==> src/rtl/tile_pkg.sv <==
// ---------------------------------------------------------------------------
// tile_pkg
// Shared definitions for the tile texture fetch path:
//   - tile_id_e   : the eight tile sprite ids
//   - TILE_W      : sprite edge length in pixels (16x16 sprites)
//   - color_t     : 6-bit palette index
//   - arb_state_e : arbiter state (IDLE / LOCKED)
//   - sprite_pixel / sprite_rom : sprite artwork, evaluated at elaboration
//     time to build one constant ROM image per tile
// ---------------------------------------------------------------------------
package tile_pkg;

    localparam int TILE_W       = 16;
    localparam int COLOR_W      = 6;
    localparam int NUM_TILE_IDS = 8;
    localparam int ROM_BITS     = TILE_W * TILE_W * COLOR_W;

    typedef logic [COLOR_W-1:0] color_t;

    typedef enum logic [2:0] {
        EMPTY,
        BRICK,
        STEEL,
        WATER,
        TREE,
        ICE,
        BASE,
        BORDER
    } tile_id_e;

    typedef enum logic [0:0] {
        IDLE,
        LOCKED
    } arb_state_e;

    // Sprite artwork. Each tile is described procedurally so the ROM images
    // stay readable; the values are palette indices.
    //   EMPTY  : all 0
    //   BRICK  : running-bond bricks (9) with mortar (8) every 4th row and a
    //            vertical joint at column 7 / 3 on alternating courses
    //   STEEL  : rim 4, rivets 5 at (2|13, 2|13), 4x4 checker of 1 / 2 inside
    //   WATER  : 13 on every 4th anti-diagonal, else 12
    //   TREE   : checkerboard 20 / 21
    //   ICE    : both diagonals 30, else 31
    //   BASE   : central 8x8 emblem 40 on 41
    //   BORDER : rim 50, inside 51
    function automatic color_t sprite_pixel(input logic [2:0] tile, input int x, input int y);
        color_t p;
        logic   on_rim;
        int     joint_col;
        on_rim    = (x == 0) || (y == 0) || (x == TILE_W - 1) || (y == TILE_W - 1);
        joint_col = ((y % 8) < 4) ? 7 : 3;
        p         = '0;
        case (tile_id_e'(tile))
            EMPTY:  p = 6'd0;
            BRICK:  p = (((y % 4) == 3) || ((x % 8) == joint_col)) ? 6'd8 : 6'd9;
            STEEL: begin
                if (on_rim)
                    p = 6'd4;
                else if (((x == 2) || (x == 13)) && ((y == 2) || (y == 13)))
                    p = 6'd5;
                else if ((((x / 4) + (y / 4)) % 2) == 1)
                    p = 6'd1;
                else
                    p = 6'd2;
            end
            WATER:  p = (((x + y) % 4) == 0) ? 6'd13 : 6'd12;
            TREE:   p = (((x + y) % 2) == 1) ? 6'd20 : 6'd21;
            ICE:    p = ((x == y) || ((x + y) == TILE_W - 1)) ? 6'd30 : 6'd31;
            BASE:   p = ((x >= 4) && (x <= 11) && (y >= 4) && (y <= 11)) ? 6'd40 : 6'd41;
            BORDER: p = on_rim ? 6'd50 : 6'd51;
            default: p = 6'd0;
        endcase
        return p;
    endfunction

    // Flattened ROM image: pixel (x, y) lives at bit offset ((y*16)+x)*6.
    function automatic logic [ROM_BITS-1:0] sprite_rom(input logic [2:0] tile);
        logic [ROM_BITS-1:0] rom;
        rom = '0;
        for (int y = 0; y < TILE_W; y++) begin
            for (int x = 0; x < TILE_W; x++) begin
                rom[((y * TILE_W) + x) * COLOR_W +: COLOR_W] = sprite_pixel(tile, x, y);
            end
        end
        return rom;
    endfunction

endpackage

==> src/rtl/tile_fetch_arbiter_if.sv <==
// ---------------------------------------------------------------------------
// tile_fetch_arbiter_if
// Request/response bundle between NUM_REQ requesters and the tile fetch
// arbiter.
//   req_valid[i]  : requester i wants a lookup
//   req_lock[i]   : requester i wants to hold the grant for a row burst
//   req_tile[i]   : tile id (3 bits)
//   req_x/req_y[i]: pixel column / row inside the 16x16 tile
//   req_ready     : one-hot grant (combinational in the arbiter)
//   rsp_valid     : one-hot response strobe, one cycle after acceptance
//   rsp_color     : palette index of the looked-up pixel
// Modports: master = requester side, slave = arbiter side.
// ---------------------------------------------------------------------------
interface tile_fetch_arbiter_if
    import tile_pkg::*;
#(
    parameter int NUM_REQ = 4
);

    logic [NUM_REQ-1:0]      req_valid;
    logic [NUM_REQ-1:0]      req_lock;
    logic [NUM_REQ-1:0][2:0] req_tile;
    logic [NUM_REQ-1:0][3:0] req_x;
    logic [NUM_REQ-1:0][3:0] req_y;
    logic [NUM_REQ-1:0]      req_ready;
    logic [NUM_REQ-1:0]      rsp_valid;
    color_t                  rsp_color;

    modport master (
        output req_valid,
        output req_lock,
        output req_tile,
        output req_x,
        output req_y,
        input  req_ready,
        input  rsp_valid,
        input  rsp_color
    );

    modport slave (
        input  req_valid,
        input  req_lock,
        input  req_tile,
        input  req_x,
        input  req_y,
        output req_ready,
        output rsp_valid,
        output rsp_color
    );

endinterface

==> src/rtl/tile_rom_mux.sv <==
// ---------------------------------------------------------------------------
// tile_rom_mux
// Holds one constant 16x16 sprite ROM per tile id and selects a pixel by
// tile id, column and row, purely combinationally. Tile ids at or above
// NUM_TILES have no ROM and read as palette index 0.
// Ports:
//   tile_i  : tile id
//   x_i     : pixel column (0..15)
//   y_i     : pixel row    (0..15)
//   color_o : palette index
// ---------------------------------------------------------------------------
module tile_rom_mux
    import tile_pkg::*;
#(
    parameter int NUM_TILES = 8
) (
    input  logic [2:0] tile_i,
    input  logic [3:0] x_i,
    input  logic [3:0] y_i,
    output color_t     color_o
);

    localparam int BASE_W = $clog2(ROM_BITS);

    color_t            pix [NUM_TILE_IDS];
    logic [BASE_W-1:0] pix_base;

    // Bit offset of pixel (x, y) inside every flattened ROM image.
    assign pix_base = BASE_W'({y_i, x_i}) * BASE_W'(COLOR_W);

    generate
        for (genvar gi = 0; gi < NUM_TILE_IDS; gi++) begin : g_rom
            if (gi < NUM_TILES) begin : g_sprite
                localparam logic [ROM_BITS-1:0] ROM = sprite_rom(3'(gi));
                assign pix[gi] = ROM[pix_base +: COLOR_W];
            end else begin : g_absent
                assign pix[gi] = '0;
            end
        end
    endgenerate

    assign color_o = pix[tile_i];

endmodule

==> src/rtl/tile_fetch_arbiter.sv <==
// ---------------------------------------------------------------------------
// tile_fetch_arbiter
// Shares one tile-texture lookup between NUM_REQ requesters.
//   IDLE   : round-robin grant starting at rr_ptr.
//   LOCKED : a requester that was accepted with req_lock high owns the port
//            for up to 16 further accepted lookups (lock_cnt 15..0); the
//            burst ends when the owner is accepted at lock_cnt 0 or drops
//            req_lock. While the owner is not valid nobody is granted.
// Responses are registered: rsp_valid/rsp_color appear one cycle after the
// acceptance, and rsp_color holds its value between responses.
// Build option: define TILE_ARB_PRIO0_EN to give requester 0 (display path)
// absolute priority in IDLE; locked bursts are still honoured.
// Ports:
//   Clk       : clock, rising edge
//   Reset     : asynchronous, active-high reset
//   bus       : tile_fetch_arbiter_if slave modport (requests / responses)
//   busy_lock : high while the arbiter is LOCKED
// ---------------------------------------------------------------------------
module tile_fetch_arbiter
    import tile_pkg::*;
#(
    parameter int NUM_REQ   = 4,
    parameter int NUM_TILES = 8
) (
    input  logic                 Clk,
    input  logic                 Reset,
    tile_fetch_arbiter_if.slave  bus,
    output logic                 busy_lock
);

    localparam int PTR_W = (NUM_REQ > 1) ? $clog2(NUM_REQ) : 1;

    localparam logic [0:0] ST_IDLE   = IDLE;
    localparam logic [0:0] ST_LOCKED = LOCKED;

    logic [0:0]         state_q,    state_d;
    logic [PTR_W-1:0]   rr_ptr_q,   rr_ptr_d;
    logic [PTR_W-1:0]   owner_q,    owner_d;
    logic [3:0]         lock_cnt_q, lock_cnt_d;
    logic [NUM_REQ-1:0] rsp_valid_q;
    color_t             rsp_color_q;

    logic [NUM_REQ-1:0] grant;
    logic [PTR_W-1:0]   grant_idx;
    logic               accept_any;
    logic               rr_found;
    logic [PTR_W-1:0]   rr_idx;
    logic [2:0]         sel_tile;
    logic [3:0]         sel_x;
    logic [3:0]         sel_y;
    color_t             rom_color;

    function automatic logic [PTR_W-1:0] ptr_inc(input logic [PTR_W-1:0] p);
        if (p == PTR_W'(NUM_REQ - 1))
            return '0;
        return p + PTR_W'(1);
    endfunction

    // Round-robin search: first valid requester at or after rr_ptr.
    always_comb begin : p_rr_search
        logic [PTR_W-1:0] cand;
        rr_found = 1'b0;
        rr_idx   = '0;
        cand     = rr_ptr_q;
        for (int k = 0; k < NUM_REQ; k++) begin
            if (!rr_found && bus.req_valid[cand]) begin
                rr_found = 1'b1;
                rr_idx   = cand;
            end
            cand = ptr_inc(cand);
        end
    end

    // Grant selection. grant only ever has a bit set for a valid requester,
    // so every grant is also an acceptance.
    always_comb begin : p_grant
        grant     = '0;
        grant_idx = '0;
        if (state_q == ST_LOCKED) begin
            if (bus.req_valid[owner_q]) begin
                grant[owner_q] = 1'b1;
                grant_idx      = owner_q;
            end
        end else begin
`ifdef TILE_ARB_PRIO0_EN
            if (bus.req_valid[0]) begin
                grant[0]  = 1'b1;
                grant_idx = '0;
            end else if (rr_found) begin
                grant[rr_idx] = 1'b1;
                grant_idx     = rr_idx;
            end
`else
            if (rr_found) begin
                grant[rr_idx] = 1'b1;
                grant_idx     = rr_idx;
            end
`endif
        end
    end

    assign accept_any = |grant;

    always_comb begin : p_next_state
        state_d    = state_q;
        rr_ptr_d   = rr_ptr_q;
        owner_d    = owner_q;
        lock_cnt_d = lock_cnt_q;
        if (state_q == ST_IDLE) begin
            if (accept_any) begin
`ifdef TILE_ARB_PRIO0_EN
                // The display path does not advance the rotation, so the
                // other requesters keep their turn order around it.
                if (grant_idx != '0)
                    rr_ptr_d = ptr_inc(grant_idx);
`else
                rr_ptr_d = ptr_inc(grant_idx);
`endif
                if (bus.req_lock[grant_idx]) begin
                    state_d    = ST_LOCKED;
                    owner_d    = grant_idx;
                    lock_cnt_d = 4'd15;
                end
            end
        end else begin
            // Release either on an explicit unlock (even if the owner is
            // idle that cycle) or on the acceptance that exhausts the count.
            if (!bus.req_lock[owner_q] || (accept_any && (lock_cnt_q == 4'd0))) begin
                state_d    = ST_IDLE;
                rr_ptr_d   = ptr_inc(owner_q);
                lock_cnt_d = 4'd0;
            end else if (accept_any) begin
                lock_cnt_d = lock_cnt_q - 4'd1;
            end
        end
    end

    // Lookup address comes from whichever requester is being accepted.
    assign sel_tile = bus.req_tile[grant_idx];
    assign sel_x    = bus.req_x[grant_idx];
    assign sel_y    = bus.req_y[grant_idx];

    tile_rom_mux #(
        .NUM_TILES (NUM_TILES)
    ) u_rom (
        .tile_i  (sel_tile),
        .x_i     (sel_x),
        .y_i     (sel_y),
        .color_o (rom_color)
    );

    always_ff @(posedge Clk or posedge Reset) begin
        if (Reset) begin
            state_q     <= ST_IDLE;
            rr_ptr_q    <= '0;
            owner_q     <= '0;
            lock_cnt_q  <= '0;
            rsp_valid_q <= '0;
            rsp_color_q <= '0;
        end else begin
            state_q     <= state_d;
            rr_ptr_q    <= rr_ptr_d;
            owner_q     <= owner_d;
            lock_cnt_q  <= lock_cnt_d;
            rsp_valid_q <= grant;
            if (accept_any)
                rsp_color_q <= rom_color;
        end
    end

    assign bus.req_ready = grant;
    assign bus.rsp_valid = rsp_valid_q;
    assign bus.rsp_color = rsp_color_q;
    assign busy_lock     = (state_q == ST_LOCKED);

endmodule

==> src/flat_wrapper.sv <==
// flat-port wrapper written by rule: the top's interface ports become plain ports
module tile_fetch_arbiter_flat import tile_pkg::*;
#(
    parameter int NUM_REQ   = 4,
    parameter int NUM_TILES = 8
)
  (Clk, Reset, busy_lock, bus_req_valid, bus_req_lock, bus_req_tile, bus_req_x, bus_req_y, bus_req_ready, bus_rsp_valid, bus_rsp_color);
  tile_fetch_arbiter_if #(.NUM_REQ(NUM_REQ)) bus_i ();
  input  logic Clk;
  input  logic Reset;
  output logic busy_lock;
  input wire logic [$bits(bus_i.req_valid)-1:0] bus_req_valid;
  input wire logic [$bits(bus_i.req_lock)-1:0] bus_req_lock;
  input wire logic [$bits(bus_i.req_tile)-1:0] bus_req_tile;
  input wire logic [$bits(bus_i.req_x)-1:0] bus_req_x;
  input wire logic [$bits(bus_i.req_y)-1:0] bus_req_y;
  output wire logic [$bits(bus_i.req_ready)-1:0] bus_req_ready;
  output wire logic [$bits(bus_i.rsp_valid)-1:0] bus_rsp_valid;
  output wire logic [$bits(bus_i.rsp_color)-1:0] bus_rsp_color;
  assign bus_i.req_valid = bus_req_valid;
  assign bus_i.req_lock = bus_req_lock;
  assign bus_i.req_tile = bus_req_tile;
  assign bus_i.req_x = bus_req_x;
  assign bus_i.req_y = bus_req_y;
  assign bus_req_ready = bus_i.req_ready;
  assign bus_rsp_valid = bus_i.rsp_valid;
  assign bus_rsp_color = bus_i.rsp_color;
  tile_fetch_arbiter #(.NUM_REQ(NUM_REQ), .NUM_TILES(NUM_TILES)) u_core (.Clk(Clk), .Reset(Reset), .bus(bus_i), .busy_lock(busy_lock));
endmodule
==> config.mk <==
export PLATFORM = sky130hd
export DESIGN_NAME = tile_fetch_arbiter_flat
export DESIGN_NICKNAME = d
export VERILOG_FILES = /design/src/rtl/tile_pkg.sv /design/src/rtl/tile_fetch_arbiter_if.sv /design/src/rtl/tile_rom_mux.sv /design/src/rtl/tile_fetch_arbiter.sv /design/src/flat_wrapper.sv
export SDC_FILE = /design/constraint.sdc
export NUM_CORES = 1
export LEC_CHECK = 0
export ABC_AREA = 1
export ABC_CLOCK_PERIOD_IN_PS = 7500
export CORE_MARGIN = 5
export CORE_UTILIZATION = 55
export DETAILED_ROUTE_END_ITERATION = 10
export PLACE_DENSITY = 0.95
export RECOVER_POWER = 50
export SLEW_MARGIN = 5
export SYNTH_ARGS = -nofsm -noshare
export SYNTH_HDL_FRONTEND = slang
export SYNTH_SLANG_ARGS = --single-unit
export TNS_END_PERCENT = 100
==> constraint.sdc <==
create_clock -name Clk -period 7.5 [get_ports Clk]
set_input_delay 1.5 -clock Clk [delete_from_list [all_inputs] [get_ports Clk]]
set_output_delay 1.5 -clock Clk [all_outputs]
set_load 0.01 [all_outputs]
==> metrics.yaml <==
r2r_cells: 22
clock_latency_ns: 0.26
drv_cap: 0
async_flop_share_pct: 100
ios: 69
viasPerCell: 5.40
synth_top_cell_area_share_pct: 22.2
cts_tree: "done"
cpLargestDelayFamily: "buffers and inverters"
holdPathStages: 2
synth_cells: 474
dieHeight_um: 81.0
root_buffer: "clkbuf_8"
worst_pin_slew_ns: 0.720
hp-class: "reg2reg"
port_buffers: 68
place_hpwl_mm: 6.27
setup_tns_ns: 0
grt_pass1_vias: 2993
cts_sinks: 19
finalHoldViolations: 0
synth_edf_count: 0
timing.rr.start: "u_core.rr_ptr_q[0]"
synth_area_leaders: "nand2_1 (22%), dfrtp_1 (17%), nand3_1 (12%)"
wl_per_cell_um: 13.1
path_class: "in2out"
slowest_stage: "clkdlybuf4s50_1"
seq_area_frac_synth_pct: 17.2
cts_buffer_depth: 2
crit_path_start_kind: "input pin"
crit_cells: 12
gp_congestion: 1.01
drt_wl_total_mm: 7.88
rsz0062_at_grt: "false"
drtAntennaViolNets: 0
start_util_pct: 57.5
rr_endpoint: "u_core.lock_cnt_q[3]"
antenna_found_initial: 0
outcome: "completed"
yosys_warnings: 0
netlist_area_um2: 2770
period_share_pct: 77.7
postCtsHoldBufs: 0
grt_overflow: 0
skew_ns: 0.00422
cts_setup_buffers: 0
max_stage_delay_ns: 0.56
cp_max_fo: 35
timing.final.crit_period_ns: 5.83
synth_mux_area_share_pct: 0.813
antenna_cells: 0
layout.nets: 597
cts.htree.levels: 1
synth_top_family_by_area: "simple AND/OR/NAND/NOR gates"
clk_pin_slew_ns: 0.07
drt_first_pass_iters: 5
postCtsResizedCells: 0
drtIter0Drc: 246
grt_max_degree: 36
min-delay-start: "u_core.bus.rsp_color[3]"
fmaxAchievable_ghz: 0.172
hold_end: "u_core.bus.rsp_color[3]"
drc_errors: 0
grt_pass1_wl_mm: 13.3
path_cells: "clkdlybuf4s50_1 > nor2_1 > nor3_1 > inv_1 > nand2_1 > nand2_1 > nand2_2 > nand2_4 > inv_2 > nand3_1 > nand2_1 > clkdlybuf4s50_1"
numCtsBuffers: 3
drv_slew: 0
synthDistinctLibCells: 39
path_buf_inv: 4
core_um2: 4820
synthFlopType: "dfrtp_1"
fillers: 437
worstPathArrival_ns: 4.33
die_w_um: 81.0
dieArea_um2: 6560
yosys.area_share.simple_pct: 54.0
finalSetupViolations: 0
r2r_setup_slack_ns: 3.55
ys_ff_latch: 19
core.rowCount: 25
crit_top_cell: "nand2_1"
drive_gt1_share_pct: 11.6
synth_fa_ha_area_share_pct: 3.61
area_growth_pct: 26.1
cp_data_required_time_ns: 6.00
grt_usage_pct: 25.0
slew-limit-headroom_pct: 51.9
hold_ws_ns: 0.481
synth_nets: 536
synth_area_leader_cell: "nand2_1"
via_count: 3243
synthXorXnorAreaFrac_pct: 0.632
worst_setup_path_end_kind: "output pin"
synth_compound_area_share_pct: 12.0
syn_avg_cell_area_um2: 5.84
## layout by cell type, fill, tap and decap left out, types with 2 or more instances in the layout
cell,n
or2_2,2
o21ai_1,7
dlygate4sd3_1,8
clkdlybuf4s50_1,60
o31ai_1,3
nor2_2,5
ha_1,8
nand2_1,164
o21ai_0,18
dfrtp_1,19
a21oi_1,11
inv_1,54
o221ai_1,2
nand3_1,67
xor2_1,2
inv_2,8
o22ai_1,6
nand2_4,5
nor2_4,4
nand3_2,4
nand4_1,3
nor2_1,28
nand3b_1,5
clkbuf_8,3
nand2_2,23
## worst min-delay path: stages (launching register included)
cell	delay (ns)
dfrtp_1	0.34
nand2_1	0.06
nand2_1	0.05
## flip-flops by register name, summed over array words and instances, names as in the netlist
signal                cells
u_core.bus.rsp_color      6
u_core.bus.rsp_valid      4
u_core.busy_lock          1
u_core.lock_cnt_q         4
u_core.owner_q            2
u_core.rr_ptr_q           2
## layout make-up
| class | count | area, µm² | area share (%) |
|---|---|---|---|
| timing repair buffer | 68 | 681 | 19.5 |
| multi-input combinational | 380 | 1970 | 56.3 |
| clock buffer | 3 | 41.3 | 1.18 |
| clock inverter | 1 | 7.51 | 0.215 |
| sequential | 19 | 475 | 13.6 |
| inverter | 63 | 236 | 6.77 |
| tap | 67 | 83.8 | 2.40 |
## cells in the mapped netlist, types with 3 or more instances
cell type,number
inv_2,8
nand2_1,164
ha_1,8
dfrtp_1,19
o22ai_1,6
nand2_2,23
inv_1,54
nand3_1,67
nand3_2,4
o21ai_1,7
a21oi_1,11
nand3b_1,5
nand2_4,5
buf_6,5
nor2_1,28
buf_2,6
nor2_2,5
o21ai_0,18
nand4_1,3
o31ai_1,3
nor2_4,4
## how the worst max path moves through the flow
stage / from / to / slack, ns
2_1_floorplan: bus_req_valid[2] / bus_req_ready[3] / 3.25
3_3_place_gp: bus_req_valid[2] / bus_req_ready[1] / 1.85
3_5_place_dp: bus_req_valid[2] / bus_req_ready[1] / 1.72
4_1_cts: bus_req_valid[2] / bus_req_ready[1] / 1.71
5_1_grt: bus_req_valid[2] / bus_req_ready[1] / 1.39
6_report: bus_req_valid[2] / bus_req_ready[1] / 1.67
## per-stage QoR
step	util (%)	worst slack (ns)	area, µm²	std cells
floorplan	-	3.25	2770	474
global route	72.5	1.39	3490	601
finish	72.5	1.67	3490	601
CTS	72.5	1.71	3490	601
detailed placement	71.5	1.72	3440	597
global placement	71.5	1.85	3440	597
## cells by family after synthesis
kind of cell,count (synthesis)
DFF,19
AOI/OAI and AO/OA,55
xor gates and xnor gates,2
adders and majority gates,8
muxes,1
and+or+nand+nor,314
buffers and inverters,75
## metal layers
metal / up-vias / wire length (µm) / global-route usage [%]
met5: - / 0 / 0
met4: 0 / 171 / 7.77
met3: 18 / 735 / 2.33
met2: 169 / 3470 / 42.7
met1: 1413 / 3500 / 33.2
li1: 1643 / - / -
Power is left out: the tool's default activity adds up to more than one toggle a clock period on the data nets, which glitch-free logic cannot reach.
